$ cat config.mk
export PLATFORM = sky130hd
export DESIGN_NAME = wm_cycle_controller
export DESIGN_NICKNAME = d
export VERILOG_FILES = /design/src/rtl/wm_pkg.sv /design/src/rtl/wm_phase_timer.sv /design/src/rtl/wm_cycle_controller.sv
export SDC_FILE = /design/constraint.sdc
export NUM_CORES = 1
export LEC_CHECK = 0
export CORE_MARGIN = 1
export CORE_UTILIZATION = 45
export CTS_BUF_LIST = sky130_fd_sc_hd__clkbuf_8
export CTS_CLUSTER_SIZE = 14
export DETAILED_ROUTE_END_ITERATION = 6
export PLACE_DENSITY = 0.69
export SLEW_MARGIN = 20
export SYNTH_ARGS = -nofsm -noshare
export SYNTH_HDL_FRONTEND = slang
export SYNTH_SLANG_ARGS = --single-unit
$ cat constraint.sdc
create_clock -name clk -period 5.35 [get_ports clk]
set_clock_uncertainty 0.1 [all_clocks]
set_input_delay 1.07 -clock clk [delete_from_list [all_inputs] [get_ports clk]]
set_output_delay 1.07 -clock clk [all_outputs]
set_load 0.005 [all_outputs]
$ cat src/rtl/wm_pkg.sv
// -----------------------------------------------------------------------------
// wm_pkg
// Shared definitions for the washing-machine cycle sequencer:
//   - DUR_W        : width of every duration field (units)
//   - wm_state_e   : 3-bit sequencer state, values fixed by the bus encoding
//   - wm_preset_t  : the four duration fields taken from the preset mux
//   - phase_dur    : duration belonging to a given phase
//   - next_phase   : first phase after a given state whose duration is nonzero
// -----------------------------------------------------------------------------
package wm_pkg;

    localparam int DUR_W = 5;

    typedef enum logic [2:0] {
        ST_IDLE  = 3'd0,
        ST_FILL  = 3'd1,
        ST_WASH  = 3'd2,
        ST_RINSE = 3'd3,
        ST_SPIN  = 3'd4,
        ST_DONE  = 3'd5
    } wm_state_e;

    typedef struct packed {
        logic [DUR_W-1:0] cloth;
        logic [DUR_W-1:0] wash;
        logic [DUR_W-1:0] rinse;
        logic [DUR_W-1:0] spin;
    } wm_preset_t;

    // Duration of a timed phase; zero for IDLE/DONE so a DONE entry
    // leaves the down-counter at zero.
    function automatic logic [DUR_W-1:0] phase_dur(input wm_state_e s,
                                                   input wm_preset_t p);
        logic [DUR_W-1:0] d;
        case (s)
            ST_FILL:  d = p.cloth;
            ST_WASH:  d = p.wash;
            ST_RINSE: d = p.rinse;
            ST_SPIN:  d = p.spin;
            default:  d = '0;
        endcase
        return d;
    endfunction

    // Scan the later phases from last to first so the earliest nonzero
    // phase after 'cur' is the one left standing; DONE if none qualify.
    function automatic wm_state_e next_phase(input wm_state_e cur,
                                             input wm_preset_t p);
        wm_state_e nxt;
        nxt = ST_DONE;
        if (cur < ST_SPIN  && p.spin  != '0) nxt = ST_SPIN;
        if (cur < ST_RINSE && p.rinse != '0) nxt = ST_RINSE;
        if (cur < ST_WASH  && p.wash  != '0) nxt = ST_WASH;
        if (cur < ST_FILL  && p.cloth != '0) nxt = ST_FILL;
        return nxt;
    endfunction

endpackage

$ cat src/rtl/wm_phase_timer.sv
// -----------------------------------------------------------------------------
// wm_phase_timer
// Prescaler plus down-counter that times one phase in duration units.
// Ports:
//   clk, rst     : clock, asynchronous active-high reset
//   load_i       : load count_o with load_val_i and restart the prescaler
//   load_val_i   : phase duration in units
//   enable_i     : prescaler/counter advance only while high (pause gate)
//   clear_i      : zero prescaler and counter (highest priority)
//   tick_o       : prescaler at TICK_DIV-1 while enabled (one unit elapsed)
//   last_o       : tick on the final unit (count == 1)
//   count_o      : units left, including the one in progress
// -----------------------------------------------------------------------------
module wm_phase_timer
    import wm_pkg::*;
#(
    parameter int TICK_DIV = 4
) (
    input  logic             clk,
    input  logic             rst,
    input  logic             load_i,
    input  logic [DUR_W-1:0] load_val_i,
    input  logic             enable_i,
    input  logic             clear_i,
    output logic             tick_o,
    output logic             last_o,
    output logic [DUR_W-1:0] count_o
);

    // A one-bit prescaler keeps TICK_DIV=1 legal; it then ticks every cycle.
    localparam int              PRE_W   = (TICK_DIV > 1) ? $clog2(TICK_DIV) : 1;
    localparam logic [PRE_W-1:0] PRE_MAX = PRE_W'(TICK_DIV - 1);

    logic [PRE_W-1:0] pre_q, pre_d;
    logic [DUR_W-1:0] cnt_q, cnt_d;

    assign tick_o  = enable_i && (pre_q == PRE_MAX);
    assign last_o  = tick_o && (cnt_q == DUR_W'(1));
    assign count_o = cnt_q;

    always_comb begin
        // NOTE: every variable gets a default first so no path leaves it unassigned (no latch).
        pre_d = pre_q;
        cnt_d = cnt_q;
        if (clear_i) begin
            pre_d = '0;
            cnt_d = '0;
        end else if (load_i) begin
            pre_d = '0;
            cnt_d = load_val_i;
        end else if (enable_i) begin
            if (tick_o) begin
                pre_d = '0;
                if (cnt_q != '0) cnt_d = cnt_q - 1'b1;
            end else begin
                pre_d = pre_q + 1'b1;
            end
        end
    end

    always_ff @(posedge clk or posedge rst) begin
        // NOTE: state uses non-blocking assignments so all registers update from pre-edge values.
        if (rst) begin
            pre_q <= '0;
            cnt_q <= '0;
        end else begin
            pre_q <= pre_d;
            cnt_q <= cnt_d;
        end
    end

endmodule

$ cat src/rtl/wm_cycle_controller.sv
// -----------------------------------------------------------------------------
// wm_cycle_controller
// Washing-machine cycle sequencer: latches the selected preset on start and
// runs FILL -> WASH -> RINSE -> SPIN -> DONE, skipping zero-length phases.
// Ports:
//   clk, rst                         : clock, asynchronous active-high reset
//   start                            : begin a cycle (sampled in IDLE only)
//   abort                            : return to IDLE from any state
//   pause                            : freeze the running phase (WM_PAUSE_EN)
//   cloth, wash_time, rinse_time,
//   spin_time                        : preset durations in units
//   phase                            : current state encoding
//   remaining                        : units left in the current phase
//   fill_valve, motor_on, motor_fast : actuator controls
//   busy                             : any state but IDLE
//   done                             : one-cycle pulse in DONE
// Build option:
//   WM_PAUSE_EN : when defined, pause=1 in a timed phase holds the timer and
//                 forces all actuators off; when undefined pause is ignored.
// -----------------------------------------------------------------------------
module wm_cycle_controller
    import wm_pkg::*;
#(
    parameter int TICK_DIV = 4
) (
    input  logic             clk,
    input  logic             rst,
    input  logic             start,
    input  logic             abort,
    input  logic             pause,
    input  logic [DUR_W-1:0] wash_time,
    input  logic [DUR_W-1:0] rinse_time,
    input  logic [DUR_W-1:0] spin_time,
    input  logic [DUR_W-1:0] cloth,
    output logic [2:0]       phase,
    output logic [DUR_W-1:0] remaining,
    output logic             fill_valve,
    output logic             motor_on,
    output logic             motor_fast,
    output logic             busy,
    output logic             done
);

    wm_state_e  state_q, state_d;
    wm_preset_t preset_q, preset_in;
    logic       latch_en;

    logic       fill_valve_q, motor_on_q, motor_fast_q, busy_q, done_q;

    logic             phase_active;
    logic             hold;
    logic             tmr_load, tmr_clear, tmr_last;
    logic [DUR_W-1:0] tmr_load_val, tmr_count;
    logic             unused_tick;

    assign preset_in    = '{cloth: cloth, wash: wash_time, rinse: rinse_time, spin: spin_time};
    assign phase_active = state_q inside {ST_FILL, ST_WASH, ST_RINSE, ST_SPIN};

`ifdef WM_PAUSE_EN
    assign hold = phase_active && pause;
`else
    logic unused_pause;
    assign hold         = 1'b0;
    assign unused_pause = pause;
`endif

    wm_phase_timer #(
        .TICK_DIV (TICK_DIV)
    ) u_timer (
        .clk        (clk),
        .rst        (rst),
        .load_i     (tmr_load),
        .load_val_i (tmr_load_val),
        .enable_i   (phase_active && !hold),
        .clear_i    (tmr_clear),
        .tick_o     (unused_tick),
        .last_o     (tmr_last),
        .count_o    (tmr_count)
    );

    // Next state and timer control. Phase entry always reloads the timer,
    // including entry to DONE, which loads zero.
    always_comb begin
        state_d      = state_q;
        latch_en     = 1'b0;
        tmr_load     = 1'b0;
        tmr_load_val = '0;
        tmr_clear    = 1'b0;

        case (state_q)
            ST_IDLE: begin
                if (start) begin
                    // The preset is consumed straight from the mux on the
                    // latching edge; preset_q holds it from then on.
                    latch_en     = 1'b1;
                    state_d      = next_phase(ST_IDLE, preset_in);
                    tmr_load     = 1'b1;
                    tmr_load_val = phase_dur(state_d, preset_in);
                end
            end
            ST_FILL, ST_WASH, ST_RINSE, ST_SPIN: begin
                if (tmr_last) begin
                    state_d      = next_phase(state_q, preset_q);
                    tmr_load     = 1'b1;
                    tmr_load_val = phase_dur(state_d, preset_q);
                end
            end
            ST_DONE: begin
                state_d   = ST_IDLE;
                tmr_clear = 1'b1;
            end
            default: begin
                state_d   = ST_IDLE;
                tmr_clear = 1'b1;
            end
        endcase

        // Abort overrides start and any tick; latched preset is left intact.
        if (abort) begin
            state_d   = ST_IDLE;
            latch_en  = 1'b0;
            tmr_load  = 1'b0;
            tmr_clear = 1'b1;
        end
    end

    // State, preset latch and registered output decode of the next state.
    // A held phase registers its actuators off for every frozen cycle.
    always_ff @(posedge clk or posedge rst) begin
        if (rst) begin
            state_q      <= ST_IDLE;
            // NOTE: the preset latch is reset too, so nothing downstream ever sees X.
            preset_q     <= '0;
            fill_valve_q <= 1'b0;
            motor_on_q   <= 1'b0;
            motor_fast_q <= 1'b0;
            busy_q       <= 1'b0;
            done_q       <= 1'b0;
        end else begin
            state_q      <= state_d;
            if (latch_en) preset_q <= preset_in;
            fill_valve_q <= (state_d == ST_FILL) && !hold;
            motor_on_q   <= (state_d inside {ST_WASH, ST_RINSE, ST_SPIN}) && !hold;
            motor_fast_q <= (state_d == ST_SPIN) && !hold;
            busy_q       <= (state_d != ST_IDLE);
            done_q       <= (state_d == ST_DONE);
        end
    end

    assign phase      = state_q;
    assign remaining  = phase_active ? tmr_count : '0;
    assign fill_valve = fill_valve_q;
    assign motor_on   = motor_on_q;
    assign motor_fast = motor_fast_q;
    assign busy       = busy_q;
    assign done       = done_q;

endmodule

==> summary.md <==
| Metric | Value |
|---|---|
| Slew Viols, Final | `0` |
| Remaining Overflow, GRT | `0` |
| Sequential Power Share | `48.8%` |
| Slew @ Worst Pin | `0.7511 ns` |
| Combinational group share of total power | `25.8%` |
| Clk Latency, worst-skew pair | `0.28 ns` |
| Drt drc | `0` |
| Nets | `312` |
| First-pass GRT wire length | `8921 um` |
| Initial antenna violation count | `0` |
| Post-DRT Antenna Nets | `0` |
| Max-cap violations | `0` |
| Met2 GRT Util | `35.53%` |
| Vias in the first global route | `1808` |
| Net Sw Frac | `31.25%` |
| Fin. Hold Viols | `0` |
| Full die area | `5192 um2` |
| Post-detail-place hpwl | `4189 um` |
| Critical path class | `reg2out` |
| Distinct cells, synth | `52` |
| Crit Path Max Fanout | `11` |
| First-pass iteration count of the detailed router | `4` |
| RSZ-0062 raised after global routing | `no` |
| # H-tree levels | `2` |
| CTS tree | `yes` |
| Final std cells w/o fill | `352` |
| Clock power frac | `25.4%` |
| I/O pin total | `38` |
| Vias per cell | `around 5.8` |
| EDFF count, synth | `0` |
| Sw Pwr | `~220 uW` |
| Total number of vias | `between 2000 and 2500` |
| Post-CTS setup buffers | `0` |
| Die H | `72.06 um` |
| Clk root buf | `clkbuf_8` |
| Period utilization | `64.53%` |
| Cell count after synthesis | `249` |
| Cell area after layout | `2706 um2` |
| Cell Pwr Density | `258.6 nW/um2` |
| Seq/Total Area, Yosys | `39.66%` |
| Chip Width | `~70 um` |
| HP Class | `reg2reg` |
| Gr busiest metal | `met2` |
| CP Capture Type | `output port` |
| Routed len/inst | `about 15 um` |
| Setup total negative slack | `0 ns` |
| CTS Buf Count | `5` |
| Initial DRC count | `about 110` |
| Relative slew slack | `49.82%` |
| Area post-placement | `2625 um2` |
| GPL Wtd Cong | `~0.94` |
| #FFs+latches synth | `35` |
| Layout cells sized above 1 | `11.58%` |
| Gr usage total | `22.91%` |
| Leak | `1.168 nW` |
| Rows | `25` |
| Most used flip-flop cell after synthesis | `dfrtp_1` |
| Post-Syn Nets | `277` |
| Initial cell density of the core | `46.75%` |
| Final setup fails | `0` |
| Core ar. | `4723 um2` |
| Clock transition at path regs | `about 0.070 ns` |
| Average size of a mapped cell | `between 8 and 9 um2` |
| Period minus WS final | `3.452 ns` |
| Detailed Route WL | `5425 um` |
| CTS Sinks | `35` |
| Required time worst endpoint | `4.18 ns` |
| Post-Syn Area | `2208 um2` |
| Startpoint types | `flip-flop` |
| Ys async rst share | `between 90% and 100%` |
| Layout area overhead | `22.55%` |
| Met3 usage in global routing | `4.167%` |
| Ant. Diodes | `0` |
| Met1 usage | `between 30% and 40%` |
| Number of I/O port buffers | `36` |
| R2R setup slack | `2.87 ns` |
| IR drop worst, VDD | `approximately 200 uV` |
| Hold-fix buffers, CTS | `0` |
| CTS resizes | `0` |
| Status | `completed` |
| Placed Cells | `344` |
| Synth Warn # | `0` |
| Crit path DAT | `between 2 and 2.5 ns` |
| P_int | `481.2 uW` |
| Fmax | `0.2897 GHz` |
| Max clock buf depth | `2` |
| Largest net degree at the start of global routing | `36` |
-- critical path, stage by stage (launching register included) --
cell and delay (ns):
dfrtp_1 0.51, o21ai_0 0.51, nand2_1 0.31, nor2_1 0.15, clkdlybuf4s50_1 0.51
-- sequential cells by signal, indices dropped and copies added (netlist names) --
name             flops
done                 1
busy                 1
phase                3
motor_fast           1
motor_on             1
fill_valve           1
u_timer.pre_q        2
u_timer.count_o      5
preset_q            20
-- placed cells by master (no fill, tap or decap), types with 3 or more instances in the layout --
master,instances
or4_1,3
clkbuf_8,5
or2_2,3
dfrtp_1,35
mux2_2,14
inv_1,16
o21ai_0,20
nor3_1,6
nand4_1,4
a21oi_1,15
clkdlybuf4s50_1,36
mux2i_1,6
nor4_1,4
and3_1,5
nor2_1,21
a31oi_1,9
nand2_1,28
and2_1,3
o221ai_1,3
ha_1,3
-- power groups by stage --
stage | logic [mW] | registers (mW) | clock network (mW)
finish | 0.181 | 0.342 | 0.178
global route | 0.201 | 0.346 | 0.196
CTS | 0.181 | 0.341 | 0.181
detailed placement | 0.180 | 0.346 | 0
global placement | 0.178 | 0.345 | 0
floorplan | 0.122 | 0.332 | 0
-- layer usage --
layer  vias up  part of all wire (%)
met5         -                     0
met4         0                   3.6
met3        18                   2.7
met2        55                    48
met1       972                    46
li1        986                     -
-- synthesized netlist by cell type (2+ instances only) --
master	n	area (um2)
ha_1	3	37.54
nor4_1	4	25.02
o221ai_1	3	26.28
mux2_2	14	157.7
and2_1	3	18.77
nor2b_1	2	12.51
o211ai_1	2	15.01
or2_2	3	18.77
and3_1	5	31.28
nor2_1	21	78.83
or4_1	3	22.52
o21ai_0	20	100.1
mux2i_1	6	60.06
a21oi_1	15	75.07
nand2_1	28	105.1
nand4_1	4	25.02
nand3_1	2	10.01
or4_4	2	22.52
o2111ai_1	2	17.52
a31oi_1	9	56.30
a221o_1	2	20.02
o21a_1	2	15.01
buf_2	3	15.01
nand3b_1	2	15.01
nor3_1	6	30.03
xnor2_1	2	17.52
clkbuf_1	5	18.77
a211o_1	2	17.52
or3_1	2	12.51
a211oi_1	2	15.01
inv_1	14	52.55
nor4b_2	2	30.03
dfrtp_1	35	875.8
-- stage by stage --
stage                     hold slack (ns)  total power, mW  utilization (%)  worst slack, ns
after detailed placement           0.4031           0.5258            55.58            1.933
after CTS                          0.4183           0.7031            57.30            1.918
after global placement             0.3850           0.5231            55.58            1.973
after floorplan                    0.3719           0.4542                -            2.632
after global routing               0.4484           0.7439            57.30            1.718
final                              0.4165           0.6999            57.30            1.898
-- cell families after synthesis --
logic type,count (synthesis),share of synthesized area [%]
adder cells (fa/ha/maj),3,1.700
AND/OR/NAND/NOR,96,24.02
AO/OA/AOI/OAI,68,19.49
flip-flops,35,39.66
XOR/XNOR,2,0.7933
multiplexers,20,9.858
buffers and inverters,25,4.475
-- path summary, 6_finish.rpt --
path | start | endpoint | cells past startpoint
setup / recovery | phase[1]$_DFF_PP0_ | remaining[0] | 4
hold / removal | preset_q[6]$_DFFE_PP0P_ | preset_q[6]$_DFFE_PP0P_ | 2
setup reg to reg | u_timer.count_o[1]$_DFFE_PP0P_ | fill_valve$_DFF_PP0_ | 9
hold reg to reg | preset_q[6]$_DFFE_PP0P_ | preset_q[6]$_DFFE_PP0P_ | 2
max in group asynchronous | rst | u_timer.count_o[1]$_DFFE_PP0P_ | 3
min in group asynchronous | rst | preset_q[18]$_DFFE_PP0P_ | 3
-- area by class of cell --
cell class / count / area, um2
inverter: 15 / 56.30
clock inverter: 3 / 12.51
timing repair buffer: 38 / 375.4
sequential: 35 / 875.8
clock buffer: 5 / 68.82
multi-input combinational: 189 / 1234
fill: 437 / 2017
tap: 67 / 83.83
No activity file was read; power rests on OpenSTA's default activity.
